[src/rtl/display_pkg.sv]
// Shared types and constants for the multiplexed 7-segment scan controller.
package display_pkg;

  localparam int MAX_DIGITS = 32;

  // Cathode-select pattern with every digit off; callers slice the low DIGITS bits.
  localparam logic [MAX_DIGITS-1:0] SEL_OFF = '1;

  localparam logic LE_TRANSPARENT = 1'b0;
  localparam logic LE_HOLD        = 1'b1;

  typedef enum logic {
    BLANK = 1'b0,
    SHOW  = 1'b1
  } scan_state_t;

endpackage

[src/rtl/display_scan_ctrl_if.sv]
// Host-side value/control inputs and driver-side scan outputs of the display scan controller.
interface display_scan_ctrl_if #(
  parameter int DIGITS = 4
);

  logic [4*DIGITS-1:0] value;
  logic                load;
  logic                lzb_en;
  logic                lamp_test;

  logic [3:0]          nibble;
  logic                le;
  logic                bl;
  logic                lt;
  logic [DIGITS-1:0]   digit_sel_n;
  logic                frame_start;

  modport master (
    output value, load, lzb_en, lamp_test,
    input  nibble, le, bl, lt, digit_sel_n, frame_start
  );

  modport slave (
    input  value, load, lzb_en, lamp_test,
    output nibble, le, bl, lt, digit_sel_n, frame_start
  );

endinterface

[src/rtl/lzb_mask_gen.sv]
// Leading-zero blanking mask: digit k is blanked when it and every digit above it are zero.
module lzb_mask_gen #(
  parameter int DIGITS = 4
) (
  input  logic [4*(DIGITS-1)-1:0] upper,   // digits DIGITS-1..1; digit 0 is never blanked
  input  logic                    lzb_en,
  output logic [DIGITS-1:0]       mask
);

  always_comb begin
    logic zero_run;
    // NOTE: every variable written here gets a default first, so no path can infer a latch.
    mask     = '0;
    zero_run = 1'b1;
    for (int k = DIGITS - 1; k >= 1; k--) begin
      zero_run = zero_run & (upper[4*(k-1) +: 4] == 4'h0);
      mask[k]  = lzb_en & zero_run;
    end
  end

endmodule

[src/rtl/display_scan_ctrl.sv]
// Time-multiplexes a packed DIGITS-wide nibble value onto one shared 7-segment driver,
// with a blanking dead-time at the start of every digit slot.
module display_scan_ctrl
  import display_pkg::*;
#(
  parameter int DIGITS       = 4,
  parameter int CLK_DIV      = 1000,
  parameter int BLANK_CYCLES = 16
) (
  input  logic                clk,
  input  logic                rst_n,
  display_scan_ctrl_if.slave  bus
);

  localparam int CW = $clog2(CLK_DIV);
  localparam int IW = $clog2(DIGITS);

  localparam logic [CW-1:0] CNT_LAST   = CW'(CLK_DIV - 1);
  localparam logic [CW-1:0] BLANK_LAST = CW'(BLANK_CYCLES - 1);
  localparam logic [IW-1:0] IDX_LAST   = IW'(DIGITS - 1);

  scan_state_t         state, state_nx;
  logic [CW-1:0]       cnt, cnt_nx;
  logic [IW-1:0]       idx, idx_nx;
  logic [4*DIGITS-1:0] pending, active, active_nx;
  logic [DIGITS-1:0]   mask, mask_nx, mask_calc;
  logic                frame_edge;
  logic [4*DIGITS-1:0] frame_value;

  // A load landing on the frame boundary bypasses `pending` so it shows in that frame.
  assign frame_edge  = (state == SHOW) && (cnt == CNT_LAST) && (idx == IDX_LAST);
  assign frame_value = bus.load ? bus.value : pending;

  lzb_mask_gen #(.DIGITS(DIGITS)) u_lzb (
    .upper  (frame_value[4*DIGITS-1:4]),
    .lzb_en (bus.lzb_en),
    .mask   (mask_calc)
  );

  always_comb begin
    state_nx  = state;
    cnt_nx    = cnt + 1'b1;
    idx_nx    = idx;
    active_nx = active;
    mask_nx   = mask;
    unique case (state)
      BLANK: if (cnt == BLANK_LAST) state_nx = SHOW;
      SHOW: begin
        if (cnt == CNT_LAST) begin
          state_nx = BLANK;
          cnt_nx   = '0;
          idx_nx   = (idx == IDX_LAST) ? '0 : idx + 1'b1;
        end
      end
    endcase
    if (frame_edge) begin
      active_nx = frame_value;
      mask_nx   = mask_calc;
    end
  end

  // Outputs are registered from the next-state values so they line up with the state register.
  always_ff @(posedge clk or negedge rst_n) begin
    if (!rst_n) begin
      state           <= BLANK;
      cnt             <= '0;
      idx             <= '0;
      pending         <= '0;
      active          <= '0;
      mask            <= '0;
      bus.nibble      <= '0;
      bus.le          <= LE_TRANSPARENT;
      bus.bl          <= 1'b1;
      bus.lt          <= 1'b0;
      bus.digit_sel_n <= SEL_OFF[DIGITS-1:0];
      bus.frame_start <= 1'b0;
    end else begin
      // NOTE: sequential state uses non-blocking assignments so every register samples pre-edge values.
      state   <= state_nx;
      cnt     <= cnt_nx;
      idx     <= idx_nx;
      active  <= active_nx;
      mask    <= mask_nx;
      if (bus.load) pending <= bus.value;

      bus.nibble      <= active_nx[4*idx_nx +: 4];
      bus.lt          <= bus.lamp_test;
      bus.frame_start <= frame_edge;
      if (state_nx == SHOW) begin
        bus.le          <= LE_HOLD;
        bus.bl          <= mask_nx[idx_nx];
        bus.digit_sel_n <= ~(DIGITS'(1) << idx_nx);
      end else begin
        bus.le          <= LE_TRANSPARENT;
        bus.bl          <= 1'b1;
        bus.digit_sel_n <= SEL_OFF[DIGITS-1:0];
      end
    end
  end

endmodule

[src/flat_wrapper.sv]
// flat-port wrapper written by rule: the top's interface ports become plain ports
module display_scan_ctrl_flat import display_pkg::*;
#(
  parameter int DIGITS       = 4,
  parameter int CLK_DIV      = 1000,
  parameter int BLANK_CYCLES = 16
)
  (clk, rst_n, bus_value, bus_load, bus_lzb_en, bus_lamp_test, bus_nibble, bus_le, bus_bl, bus_lt, bus_digit_sel_n, bus_frame_start);
  display_scan_ctrl_if #(.DIGITS(DIGITS)) bus_i ();
  input  logic clk;
  input  logic rst_n;
  input wire logic [$bits(bus_i.value)-1:0] bus_value;
  input wire logic [$bits(bus_i.load)-1:0] bus_load;
  input wire logic [$bits(bus_i.lzb_en)-1:0] bus_lzb_en;
  input wire logic [$bits(bus_i.lamp_test)-1:0] bus_lamp_test;
  output wire logic [$bits(bus_i.nibble)-1:0] bus_nibble;
  output wire logic [$bits(bus_i.le)-1:0] bus_le;
  output wire logic [$bits(bus_i.bl)-1:0] bus_bl;
  output wire logic [$bits(bus_i.lt)-1:0] bus_lt;
  output wire logic [$bits(bus_i.digit_sel_n)-1:0] bus_digit_sel_n;
  output wire logic [$bits(bus_i.frame_start)-1:0] bus_frame_start;
  assign bus_i.value = bus_value;
  assign bus_i.load = bus_load;
  assign bus_i.lzb_en = bus_lzb_en;
  assign bus_i.lamp_test = bus_lamp_test;
  assign bus_nibble = bus_i.nibble;
  assign bus_le = bus_i.le;
  assign bus_bl = bus_i.bl;
  assign bus_lt = bus_i.lt;
  assign bus_digit_sel_n = bus_i.digit_sel_n;
  assign bus_frame_start = bus_i.frame_start;
  display_scan_ctrl #(.DIGITS(DIGITS), .CLK_DIV(CLK_DIV), .BLANK_CYCLES(BLANK_CYCLES)) u_core (.clk(clk), .rst_n(rst_n), .bus(bus_i));
endmodule
[config.mk]
export PLATFORM = sky130hd
export DESIGN_NAME = display_scan_ctrl_flat
export DESIGN_NICKNAME = d
export VERILOG_FILES = /design/src/rtl/display_pkg.sv /design/src/rtl/display_scan_ctrl_if.sv /design/src/rtl/lzb_mask_gen.sv /design/src/rtl/display_scan_ctrl.sv /design/src/flat_wrapper.sv
export SDC_FILE = /design/constraint.sdc
export NUM_CORES = 1
export LEC_CHECK = 0
export CAP_MARGIN = 20
export CORE_UTILIZATION = 50
export CTS_BUF_LIST = sky130_fd_sc_hd__clkbuf_4 sky130_fd_sc_hd__clkbuf_8
export CTS_CLUSTER_SIZE = 28
export DETAILED_ROUTE_END_ITERATION = 8
export PLACE_DENSITY = 0.82
export SYNTH_ARGS = -nofsm -noshare
export SYNTH_HDL_FRONTEND = slang
export SYNTH_SLANG_ARGS = --single-unit
[constraint.sdc]
create_clock -name clk -period 7.19 [get_ports clk]
set_clock_uncertainty 0.1 [all_clocks]
set_input_delay 1.438 -clock clk [delete_from_list [all_inputs] [get_ports clk]]
set_output_delay 1.438 -clock clk [all_outputs]
set_load 0.03 [all_outputs]
==> metrics.log <==
INFO  metric finalSetupViolCount = 0
INFO  metric grt_start_max_net_pins = 61
INFO  metric cts_post_setup_buffers_inserted = 0
INFO  metric floorplan.core_area = 0.00479 sq mm
INFO  metric avgRoutedWirePerCell = 15.0 microns
INFO  metric dieWidth = 72.9 microns
INFO  metric vdd.ir_drop.worst = 0.153 mV
INFO  metric route.vias.total = 1515
INFO  metric cts_buffer_depth = 2
INFO  metric final_nets = 244
INFO  metric final_core_utilization = 64.5%
INFO  metric seq_area_frac_synth = 59.9%
INFO  metric cts_root_buf = sky130_fd_sc_hd__clkbuf_8
INFO  metric drive_gt1_share = 31.0%
INFO  metric post_synth_inst_count = 182
INFO  metric netlist-cell-type-count = 37
INFO  metric post-route-period-util = 50.4%
INFO  metric synth_register_bits = 60
INFO  metric mappedNetlistArea = 0.00252 sq mm
INFO  metric clk_transition_reported_paths = 0.06 ns
INFO  metric global_route.overflow_total = 0
INFO  metric grt_first_pass_wirelength = 7.39 mm
INFO  metric place.gp.congestion = 0.758
INFO  metric synth_fa_ha_area_share = 0.995%
INFO  metric final_tns_setup = 0 ns
INFO  metric largest_family_of_logic_cells_by_synthesized_area = multiplexers
INFO  metric gr-usage-all-layers = 19.2%
INFO  metric hold-path-cell-count = 2
INFO  metric hold_viol_final = 0
INFO  metric pwr_density_cell = 222 mW/mm^2
INFO  metric row_count = 25
INFO  metric grt_antenna_before_repair = 0
INFO  metric postCtsHoldBufs = 0
INFO  metric mappedNetlistNets = 205
INFO  metric p_r_area_growth_vs_syn = 22.8%
INFO  metric route.layer.met1.wl = 2.19 mm
INFO  metric path_class = in2reg
INFO  metric status = finished, final reports clean
INFO  metric ys.warnings.count = 0
INFO  metric initial_core_util = 52.6%
INFO  metric critPathLaunchType = input port
INFO  metric hp-class = reg2reg
INFO  metric yosys-mux-area-fraction = 21.6%
INFO  metric synth_edf_count = 0
INFO  metric crit_fanout = 20
INFO  metric max_cap_violations = 0
INFO  metric max_slew_margin = 45.9%
INFO  metric highest-signal-layer = met4
INFO  metric compound_cell_area_share_of_the_yosys_netlist = 1.99%
INFO  metric end_kind = flop
INFO  metric cellLeakagePower = 1.43 nW
INFO  metric timing.reg2reg.worst_path_depth = 7
INFO  metric dp_hpwl = 2.94 mm
INFO  metric clock-sinks = 60
INFO  metric first_global_vias = 1507
INFO  metric die_y = 72.9 microns
INFO  metric antenna_left = 0
INFO  metric synth_simple_gate_area_share = 11.3%
INFO  metric timing_max_transition_violations_final = 0
INFO  metric cts_inserted_buffers = 9
INFO  metric max_slew.worst_pin.slew = 0.810 ns
INFO  metric async_reset_ff_share = 100%
INFO  metric clk-insertion-delay-late = 0.33 ns
INFO  metric die_area = 0.00532 sq mm
INFO  metric cts.htree.levels = 3
INFO  metric yosys.cell_count.top_type = sky130_fd_sc_hd__dfrtp_1
INFO  metric antenna-diode-count = 0
INFO  metric setup_repair_after_global_routing_missed_its_margin = false
INFO  metric tritoncts = built
INFO  metric synth_top_cells_by_count = sky130_fd_sc_hd__dfrtp_1 (55), sky130_fd_sc_hd__mux2_2 (41), sky130_fd_sc_hd__nand2_1 (11)
INFO  metric wl_met3 = 98 microns
INFO  metric fmaxAchievable = 276 MHz
INFO  metric synth_area_per_cell = 13.8 sq um
INFO  metric io_buffer_count = 32
INFO  metric data_required_time_at_the_worst_endpoint = 7.29 ns
INFO  metric dr.first_iter.drc_count = 150
INFO  metric routed-wl-met2 = 2.07 mm
INFO  metric min_cycle_time_layout = 3.62 ns
INFO  metric remaining_drc_errors = 0
INFO  metric post_drt_via_cell_ratio = 5.17
INFO  metric detail_route.first_pass.iterations = 6
INFO  metric yosys_most_used_dff = sky130_fd_sc_hd__dfrtp_1
INFO  metric finalWirelength = 4.41 mm
INFO  metric cts_resized = 0
INFO  metric synth_area_leaders = sky130_fd_sc_hd__dfrtp_1 (55%), sky130_fd_sc_hd__mux2_2 (18%), sky130_fd_sc_hd__dfstp_2 (5.2%)
INFO  metric ioPinCount = 33
INFO  metric fillCellCount = 363
INFO  metric synth_largest_area_cell = sky130_fd_sc_hd__dfrtp_1
INFO  metric synth_xor_area_share = 2.44%
INFO  metric critPathArrivalTime = 3.73 ns
INFO  metric yosysTopAreaCellShare = 54.7%
area by class of cell:
| cell class | count | area [sq um] | share of cell area (%) |
|---|---|---|---|
| well taps | 67 | 83.8 | 2.71 |
| flip-flops and latches | 60 | 1510 | 48.8 |
| clock buffers | 14 | 161 | 5.22 |
| inverters | 3 | 13.8 | 0.446 |
| repair buffers | 33 | 323 | 10.4 |
| clock inverters | 2 | 35.0 | 1.13 |
| multi-input cells | 114 | 965 | 31.2 |
cells in the final DEF (no fill, tap or decap), types with 4 or more instances in the layout:
master and n:
sky130_fd_sc_hd__and3_1 4, sky130_fd_sc_hd__nand2_1 11, sky130_fd_sc_hd__nor2_1 9, sky130_fd_sc_hd__dfrtp_1 55, sky130_fd_sc_hd__xor2_1 5, sky130_fd_sc_hd__dfstp_2 5
sky130_fd_sc_hd__clkbuf_8 9, sky130_fd_sc_hd__mux2_2 41, sky130_fd_sc_hd__clkdlybuf4s50_1 31, sky130_fd_sc_hd__nand3_1 8, sky130_fd_sc_hd__mux2_1 4, sky130_fd_sc_hd__clkbuf_4 5
stage by stage:
step / instances / power (mW) / instance area [sq um] / hold WS (ns) / setup WS (ns)
2_1_floorplan: 182 / 0.371 / 2520 / 0.333 / 4.06
3_3_place_gp: 277 / 0.393 / 2890 / 0.351 / 3.26
3_5_place_dp: 277 / 0.394 / 2890 / 0.371 / 3.22
4_1_cts: 293 / 0.692 / 3090 / 0.385 / 3.56
5_1_grt: 293 / 0.711 / 3090 / 0.406 / 3.46
6_report: 293 / 0.687 / 3090 / 0.383 / 3.57
metal layers:
metal	vias up	GRT usage, %
met5	-	0
met4	0	7.84
met3	4	5.52
met2	25	29.5
met1	758	26.0
li1	728	-
power breakdown:
part           internal, mW  switching, mW
Sequential            0.347        0.00352
Combinational        0.0196         0.0170
Clock                 0.179          0.120
path summary, 6_finish.rpt:
kind                                          startpoint                        endpoint  slack [ns]
min in group asynchronous                          rst_n     u_core.active[10]$_DFF_PN0_        1.16
worst min register to register  u_core.mask[2]$_DFF_PN0_        u_core.mask[2]$_DFF_PN0_        0.38
worst min-delay path            u_core.mask[2]$_DFF_PN0_        u_core.mask[2]$_DFF_PN0_        0.38
worst max register to register   u_core.cnt[0]$_DFF_PN0_  u_core.bus.nibble[2]$_DFF_PN0_        4.52
worst max-delay path                            bus_load  u_core.bus.nibble[2]$_DFF_PN0_        3.57
max in group asynchronous                          rst_n     u_core.pending[3]$_DFF_PN0_        5.34
state kept, by name, indices dropped and copies added, names as in the netlist:
name                    count
u_core.active              16
u_core.bus.digit_sel_n      4
u_core.pending             16
u_core.bus.frame_start      1
u_core.bus.le               1
u_core.idx                  2
u_core.cnt                 10
u_core.mask                 4
u_core.bus.nibble           4
u_core.bus.lt               1
u_core.bus.bl               1
critical path, stage by stage:
cell and delay, ns:
sky130_fd_sc_hd__clkdlybuf4s50_1 1.00, sky130_fd_sc_hd__mux2_2 0.45, sky130_fd_sc_hd__mux2_2 0.28, sky130_fd_sc_hd__mux2_1 0.29
sky130_fd_sc_hd__mux2_2 0.27
kinds of logic (layout without fill, tap and decap cells):
logic type | after synthesis | after routing
AOI/OAI and AO/OA | 7 | 7
xor gates and xnor gates | 7 | 7
adders and majority gates | 2 | 2
buffers and inverters | 8 | 52
DFF | 60 | 60
muxes | 47 | 47
and+or+nand+nor | 51 | 51
(Power assumes the default switching activity.)
